===== src/rtl/vmicro16_uart_rx_apb.sv =====
// vmicro16_uart_rx_apb
//   8N1 UART receiver with an APB3 read-only register window and a receive FIFO.
//   The line is resynchronised and the start bit is checked at mid-bit.
//   Each data bit and the stop bit are then sampled one bit time apart.
//   Good frames are pushed into the FIFO. Frame and overrun errors are sticky
//   flags that are cleared by reading STATUS.
//
// Ports
//   clk, reset   : system clock, synchronous active-high reset
//   rxd          : asynchronous serial input, idle high
//   S_P*         : APB3 slave, zero wait states, PADDR[1:0] decoded
//                  0 DATA   (read pops FIFO head, 0 when empty)
//                  1 STATUS ([0] not empty, [1] full, [2] overrun, [3] frame_err)
//                  2,3      read 0
//   rx_irq       : high while the FIFO holds data
//
// state   | meaning
// --------+---------------------------------------------------------
// S_IDLE  | waiting for a falling edge on the synchronised line
// S_START | timing to mid start bit, rejecting glitches
// S_DATA  | sampling 8 data bits LSB first, one per bit time
// S_STOP  | sampling stop bit; push byte or flag a frame error
module vmicro16_uart_rx_apb #(
    parameter int CLKS_PER_BIT = 434,
    parameter int FIFO_DEPTH   = 8,
    parameter int DATA_WIDTH   = 16
) (
    input  logic                  clk,
    input  logic                  reset,
    input  logic                  rxd,
    input  logic [15:0]           S_PADDR,
    input  logic                  S_PWRITE,
    input  logic                  S_PSELx,
    input  logic                  S_PENABLE,
    input  logic [DATA_WIDTH-1:0] S_PWDATA,
    output logic [DATA_WIDTH-1:0] S_PRDATA,
    output logic                  S_PREADY,
    output logic                  rx_irq
);

    localparam int CW = $clog2(CLKS_PER_BIT);
    localparam int AW = $clog2(FIFO_DEPTH);

    localparam logic [CW-1:0] HALF_TC = CW'(CLKS_PER_BIT / 2 - 1);
    localparam logic [CW-1:0] BIT_TC  = CW'(CLKS_PER_BIT - 1);
    localparam logic [AW:0]   DEPTH   = (AW + 1)'(FIFO_DEPTH);

    localparam logic [1:0] S_IDLE  = 2'd0;
    localparam logic [1:0] S_START = 2'd1;
    localparam logic [1:0] S_DATA  = 2'd2;
    localparam logic [1:0] S_STOP  = 2'd3;

    logic          rx_m_q, rx_s_q, rx_prev_q;
    logic [1:0]    state_q, state_d;
    logic [CW-1:0] cnt_q, cnt_d;
    logic [2:0]    bit_idx_q, bit_idx_d;
    logic [7:0]    shift_q, shift_d;
    logic          push_q, push_d;
    logic          frame_set;

    logic [7:0]    mem [FIFO_DEPTH];
    logic [AW-1:0] wr_ptr_q, wr_ptr_d, rd_ptr_q, rd_ptr_d;
    logic [AW:0]   count_q, count_d;
    logic          overrun_q, overrun_d, frame_err_q, frame_err_d;

    logic rd_access, pop, stat_clr, empty, full, do_push, ovr_set;

    // Upper address bits and write data are intentionally not decoded.
    logic unused_apb;
    assign unused_apb = ^{S_PADDR[15:2], S_PWDATA};

    always_comb begin
        state_d   = state_q;
        cnt_d     = cnt_q;
        bit_idx_d = bit_idx_q;
        shift_d   = shift_q;
        push_d    = 1'b0;
        frame_set = 1'b0;
        case (state_q)
            S_IDLE: begin
                if (rx_prev_q && !rx_s_q) begin
                    state_d = S_START;
                    cnt_d   = '0;
                end
            end
            S_START: begin
                if (cnt_q == HALF_TC) begin
                    if (!rx_s_q) begin
                        state_d   = S_DATA;
                        cnt_d     = '0;
                        bit_idx_d = '0;
                    end else begin
                        state_d = S_IDLE;
                    end
                end else begin
                    cnt_d = cnt_q + 1'b1;
                end
            end
            S_DATA: begin
                if (cnt_q == BIT_TC) begin
                    shift_d[bit_idx_q] = rx_s_q;
                    cnt_d              = '0;
                    bit_idx_d          = bit_idx_q + 1'b1;
                    if (bit_idx_q == 3'd7) state_d = S_STOP;
                end else begin
                    cnt_d = cnt_q + 1'b1;
                end
            end
            default: begin
                if (cnt_q == BIT_TC) begin
                    // The byte stays in shift_q until the next frame's first
                    // data sample, so the delayed push can read it directly.
                    if (rx_s_q) push_d    = 1'b1;
                    else        frame_set = 1'b1;
                    state_d = S_IDLE;
                end else begin
                    cnt_d = cnt_q + 1'b1;
                end
            end
        endcase
    end

    assign rd_access = S_PSELx & S_PENABLE & ~S_PWRITE;
    assign empty     = (count_q == '0);
    assign full      = (count_q == DEPTH);
    assign pop       = rd_access && (S_PADDR[1:0] == 2'd0) && !empty;
    assign stat_clr  = rd_access && (S_PADDR[1:0] == 2'd1);
    // A pop in the same cycle frees the slot, so a full FIFO still accepts.
    assign do_push   = push_q && (!full || pop);
    assign ovr_set   = push_q && full && !pop;

    always_comb begin
        wr_ptr_d    = do_push ? wr_ptr_q + AW'(1) : wr_ptr_q;
        rd_ptr_d    = pop ? rd_ptr_q + AW'(1) : rd_ptr_q;
        count_d     = count_q;
        if (do_push && !pop) count_d = count_q + 1'b1;
        if (!do_push && pop) count_d = count_q - 1'b1;
        // A set in the clearing cycle wins over the clear.
        overrun_d   = ovr_set   | (overrun_q   & ~stat_clr);
        frame_err_d = frame_set | (frame_err_q & ~stat_clr);
    end

    always_ff @(posedge clk) begin
        if (reset) begin
            rx_m_q      <= 1'b1;
            rx_s_q      <= 1'b1;
            rx_prev_q   <= 1'b1;
            state_q     <= S_IDLE;
            cnt_q       <= '0;
            bit_idx_q   <= '0;
            shift_q     <= '0;
            push_q      <= 1'b0;
            wr_ptr_q    <= '0;
            rd_ptr_q    <= '0;
            count_q     <= '0;
            overrun_q   <= 1'b0;
            frame_err_q <= 1'b0;
        end else begin
            rx_m_q      <= rxd;
            rx_s_q      <= rx_m_q;
            rx_prev_q   <= rx_s_q;
            state_q     <= state_d;
            cnt_q       <= cnt_d;
            bit_idx_q   <= bit_idx_d;
            shift_q     <= shift_d;
            push_q      <= push_d;
            wr_ptr_q    <= wr_ptr_d;
            rd_ptr_q    <= rd_ptr_d;
            count_q     <= count_d;
            overrun_q   <= overrun_d;
            frame_err_q <= frame_err_d;
        end
    end

    always_ff @(posedge clk) begin
        if (do_push) mem[wr_ptr_q] <= shift_q;
    end

    always_comb begin
        S_PRDATA = '0;
        if (rd_access) begin
            case (S_PADDR[1:0])
                2'd0:    if (!empty) S_PRDATA = DATA_WIDTH'(mem[rd_ptr_q]);
                2'd1:    S_PRDATA = DATA_WIDTH'({frame_err_q, overrun_q, full, !empty});
                default: S_PRDATA = '0;
            endcase
        end
    end

    assign S_PREADY = 1'b1;
    assign rx_irq   = !empty;

endmodule

===== config.mk =====
export PLATFORM = sky130hd
export DESIGN_NAME = vmicro16_uart_rx_apb
export DESIGN_NICKNAME = d
export VERILOG_FILES = /design/src/rtl/vmicro16_uart_rx_apb.sv
export SDC_FILE = /design/constraint.sdc
export NUM_CORES = 1
export LEC_CHECK = 0
export CAP_MARGIN = 20
export CORE_MARGIN = 3
export CORE_UTILIZATION = 36
export CTS_BUF_LIST = sky130_fd_sc_hd__clkbuf_8
export DETAILED_ROUTE_END_ITERATION = 6
export GPL_TIMING_DRIVEN = 0
export PLACE_DENSITY_LB_ADDON = 0.08
export SLEW_MARGIN = 20
export SYNTH_ARGS = -nofsm -noshare
export SYNTH_HDL_FRONTEND = slang
export SYNTH_SLANG_ARGS = --single-unit

===== constraint.sdc =====
create_clock -name clk -period 3.11 [get_ports clk]
set_clock_uncertainty 0.15 [all_clocks]
set_input_delay 0.622 -clock clk [delete_from_list [all_inputs] [get_ports clk]]
set_output_delay 0.622 -clock clk [all_outputs]
set_load 0.01 [all_outputs]

Yosys cells after proc, flatten, opt, wreduce, memory -nomap -nowiden

Memories as Yosys holds them, arrays and structs flattened. A register that Yosys moved wholly into a read port is not among the register bits.
Cells that the tools add are included.

Memories kept: 1
Bits in registers: 38
Bits in writable memories: 64
Output and inout port bits: 18

Memory list:

| memory | words | width | rd ports | clocked after memory_dff | wr ports | line | source |
|---|---|---|---|---|---|---|---|
| mem    | 8     | 8     | 1        | 1                        | 1        | 61   | `logic [7:0] mem [FIFO_DEPTH];` |

Bitwise operators: 9
Reductions and logical operators: 28
Mux-type cells: 33
$add $sub $neg: 6
Order comparisons: 2
Eq/ne operators: 14

Operator list:

| kind                  | count |
|---|---|
| $mux W9               | 5 |
| $pmux W16 S2          | 1 |
| $pmux W9 S3           | 1 |
| $mux W16              | 1 |
| $mux W3               | 5 |
| $mux W2               | 6 |
| $logic_and A1 B1 Y1   | 10 |
| $ne A2 B2 Y1 const B  | 5 |
| $add A3 B1 Y3 const B | 3 |
| $add A9 B1 Y9 const B | 1 |
| $eq A9 B8 Y1 const B  | 1 |
| $eq A9 B9 Y1 const B  | 1 |
| $bwmux W8             | 1 |
| $mux W4               | 2 |
| $mux W8               | 1 |
| $mux W1               | 7 |
| $pmux W2 S3           | 1 |
| $pmux W3 S2           | 1 |
| $logic_not A1 Y1      | 5 |
| $reduce_and A5 Y1     | 1 |
| $reduce_or A5 Y1      | 1 |
| $add A4 B1 Y4 const B | 1 |
| $and A1 B1 Y1         | 4 |
| $eq A2 B1 Y1 const B  | 2 |
| 20 further kinds      | 25 |

Logic depth before layout (Yosys ltp)

Word-level depth: 9
Depth in mapped cells: 12

Least setup slack after synthesis

Ideal clock, no wire load.

Path kind: input to register
Start: in S_PWRITE
End: reg count_q[2]
Arrival: 2,502 ps
Library setup time: 70 ps
Cell stages on the path: 11
Slack: 388 ps
Cells stage by stage: nand4bb_1 -> or3_1 -> buf_2 -> inv_2 -> ha_1 -> xor2_1 -> ha_1 -> a21oi_1 -> xor2_1 -> or3_1 -> a21oi_1

Word-level cells in the longest chain between the ends: 9
Elaborated cells between the ends (all ways): 12

Ends and longest elaborated chain:

| what                                                 | line | source |
|---|---|---|
| from (decl)                                          | 32   | `input logic S_PWRITE,` |
| $not A1 Y1 *                                         | 123  | `assign rd_access = S_PSELx & S_PENABLE & ~S_PWRITE;` |
| $and A1 B1 Y1 *                                      | 123  |  |
| $logic_and A1 B1 Y1 * (2 in series)                  | 126  | `assign pop = rd_access && (S_PADDR[1:0] == 2'd0) && !empty;` |
| via pop                                              | 66   | `logic rd_access, pop, stat_clr, empty, full, do_push, ovr_set;` |
| $logic_or A1 B1 Y1                                   | 129  | `assign do_push = push_q && (!full \|\| pop);` |
| $logic_and A1 B1 Y1                                  | 129  |  |
| $logic_not A1 Y1                                     | 137  | `if (!do_push && pop) count_d = count_q - 1'b1;` |
| $logic_and A1 B1 Y1                                  | 137  |  |
| $mux W4 / $reduce_bool A2 Y1 (equally long branches) | n/a  |  |
| to (signal assigned)                                 | 169  | `count_q <= count_d;` |
| to (decl)                                            | 63   | `logic [AW:0] count_q, count_d;` |

Mark *: on every way through the listed nets, which the timed path passes. The rest lies on a longest branch.
A chain may end at the register's enable or synchronous reset.

Final worst setup path

Start: in S_PSELx
End: out S_PRDATA[1]

Word-level cells in the longest chain between the ends: 3

Ends and longest elaborated chain:

| what                        | line | source |
|---|---|---|
| from (decl)                 | 33   | `input logic S_PSELx,` |
| $and A1 B1 Y1 (2 in series) | 123  |  |
| $mux W16                    | 181  | `if (rd_access) begin` |
| to (decl)                   | 36   | `output logic [DATA_WIDTH-1:0] S_PRDATA,` |

Every way passes these cells.

==> impl_metrics.py <==
metrics = {
    "grt": {
        "grt_max_degree": 17,
        "grt_pass1_wl_mm": 15.68,
        "overflow": 0,
        "grt_pass1_vias": 2923,
        "antenna_found_initial": 0,
        "grt_use_total_pct": 14.31,
    },
    "floorplanning": {
        "io_pins": 56,
        "rows": 41,
        "core_um2": 12720,
        "fp.dieH_um": 120.5,
        "die_area_um2": 14530,
        "initial_core_util_pct": 37.13,
        "die_x_um": 120.5,
    },
    "timing": {
        "rsz0062_at_grt": "true",
        "fin_crit_sh_pct": 98.34,
        "relSlewSlack_pct": 43.45,
        "setup_violations": 0,
        "tightest_slew_ns": 0.8436,
        "max_freq_mhz": 327.0,
        "fin_crit_ns": 3.058,
        "whs_ns": 0.2820,
        "maxSlewViolCount": 0,
        "finalHoldViolations": 0,
    },
    "cts": {
        "cts_setup_buffers": 0,
        "cts_tree": "yes",
        "clockBufferDepth": 2,
        "clock-root-buffer": "clkbuf_8",
        "insertion_delay_ns": 0.38,
        "htreeDepth": 3,
        "path_clk_slew_ns": 0.09,
        "cts_buffers": 9,
        "cts.sinks": 105,
    },
    "job": {
        "cap_violations": 0,
    },
    "yosys": {
        "synthCells": 376,
        "yosysTopAreaCell": "edfxtp_1",
        "synth_edf_count": 64,
        "synth_top_area_share_pct": 40.69,
        "syn_area_per_cell_um2": 12.56,
        "netlist-cell-type-count": 58,
        "ys_top_cells_by_area": "edfxtp_1 41%, dfxtp_1 17%, mux4_2 7.6%",
        "ys_ff_latch": 105,
        "synthArstFlopShare_pct": 0,
        "yosysWarnings": 0,
        "synthFlopType": "edfxtp_1",
        "yosysSeqAreaShare_pct": 58.07,
        "netlist_area_um2": 4723,
    },
    "final_layout": {
        "nets": 468,
        "final_util_pct": 42.54,
        "drive_gt1_share_pct": 17.42,
        "stdcell_area_um2": 5411,
        "diodes": 0,
        "layout_common_cells": "64 x edfxtp_1, 41 x dfxtp_1, 38 x nor2_1, 27 x nand2_1, 17 x buf_4",
        "final_common_cell": "edfxtp_1",
        "area_delta_synth_final_pct": 14.57,
    },
    "power_and_ir_drop": {
        "powerDensity_nw_per_um2": 460.1,
        "total_power_uw": 2490,
        "leakage_uw": 0.001837,
        "vdd_ir_drop_max_mv": 0.1590,
    },
    "setup_path": {
        "crit_buf_inv": 2,
        "crit_type": "in -> out",
        "cp_data_arrival_time_ns": 2.29,
        "cp_max_fo": 3,
        "cpMaxStageDelayCell": "nor4bb_1",
        "critPathCaptureType": "primary output",
        "worstPathCellList": "clkdlybuf4s50_1 -> nor4bb_1 -> nand2_1 -> o22ai_1 -> dlygate4sd2_1",
        "crit_family": "buffers and inverters",
        "slowest_delay_ns": 0.48,
        "cp-start-kind": "input port",
        "required_ns": 2.34,
    },
    "drt": {
        "vias": 2907,
        "drt-pass1-iter-count": 4,
        "ant_nets": 0,
        "viasPerCell": 4.919,
        "wl_mm": 9.784,
        "drc": 0,
        "wl_per_cell_um": 16.55,
        "drt_iter0_drc": 232,
    },
    "placed_design": {
        "place_congestion": 0.7620,
        "port_buffers": 16,
        "hpwl_mm": 7.022,
        "place_area_um2": 5209,
    },
    "outcome": {
        "status": "finished clean",
    },
    "worst_hold_path": {
        "hold_class": "reg -> reg",
    },
}
## worst register-to-register path, cell delays in order, from the launching register on
cell and delay [ns]:
dfxtp_1 0.30, buf_2 0.16, nor4_2 0.43, or3_1 0.17
buf_4 0.18, inv_2 0.09, ha_2 0.22, xor2_1 0.15
ha_1 0.18, a21oi_1 0.15, xor2_1 0.09, or3_1 0.31
a21oi_1 0.15
## synthesized netlist by cell type (3+ instances only)
master / number
a21oi_1: 15
buf_2: 5
buf_4: 9
clkbuf_1: 8
dfxtp_1: 41
edfxtp_1: 64
ha_1: 15
inv_1: 12
mux2i_1: 13
mux4_2: 16
nand2_1: 27
nand2b_1: 3
nand3_1: 5
nand3b_1: 5
nand4_1: 5
nand4b_1: 3
nor2_1: 39
nor2b_1: 3
nor3_1: 7
nor3b_1: 3
nor4_1: 4
o21ai_0: 11
o21ai_1: 4
or2_2: 3
or3_1: 3
xnor2_1: 5
xor2_1: 9
## routing by layer
metal | up-vias | track usage, % | wire (µm)
li1 | 1445 | - | -
met1 | 1399 | 18.38 | 4530
met2 | 44 | 23.65 | 4702
met3 | 19 | 2.479 | 317
met4 | 0 | 6.586 | 233
met5 | - | 0 | 0
## repair_timing
action                                  in CTS  in global routing
endpoints found under the setup margin       9                 12
hold buffers                                 0                  0
resized for setup                           13                  5
## sequential cells by signal (all words and copies together) (netlist names), named ones only
name,count
cnt_q,9
count_q,4
overrun_q,1
mem,64
bit_idx_q,3
rx_m_q,1
wr_ptr_q,3
state_q,2
rd_ptr_q,3
frame_err_q,1
rx_s_q,1
push_q,1
shift_q,8
rx_prev_q,1
## worst paths after layout
kind / cells past startpoint / startpoint / slack (ns) / end
setup reg to reg: 12 / count_q[1] / 0.30 / count_q[2]
hold reg to reg: 1 / rx_m_q / 0.28 / rx_s_q
hold / removal: 1 / rx_m_q / 0.28 / rx_s_q
setup / recovery: 5 / S_PSELx / 0.05 / S_PRDATA[1]
## report_power, final
part           switching [µW]  internal, µW  leakage [µW]
Combinational             114          67.1      0.000814
Sequential               12.0          1470      0.000924
Clock                     464           366     0.0000986
## through the flow
stage | setup TNS, ns | instances | setup WS, ns
after floorplan | 0 | 383 | 0.3876
after global placement | -49.52 | 571 | -1.239
after detailed placement | -8.080 | 577 | -0.3620
after CTS | 0 | 591 | 0.002939
after global routing | -0.2204 | 591 | -0.08382
final | 0 | 591 | 0.05155
## cell families after synthesis
kind of cell             Yosys count  share of synthesized area (%)
other                              2                         0.1590
multiplexers                      29                          10.38
flip-flops                       105                          58.07
buffers and inverters             37                          3.788
AND/OR/NAND/NOR                  127                          14.44
XOR/XNOR                          14                          2.596
adder cells (fa/ha/maj)           15                          3.974
AO/OA/AOI/OAI                     47                          6.596
## final cells by class
class / instances / area, µm²
plain buffers: 23 / 138.9
clock buffers: 9 / 123.9
clock inverters: 6 / 60.06
fillers: 1240 / 7311
inverters: 13 / 48.80
multi-input cells: 241 / 1886
flip-flops and latches: 105 / 2743
well taps: 172 / 215.2
repair buffers: 22 / 196.4
Power figures use the tool's default switching activity.
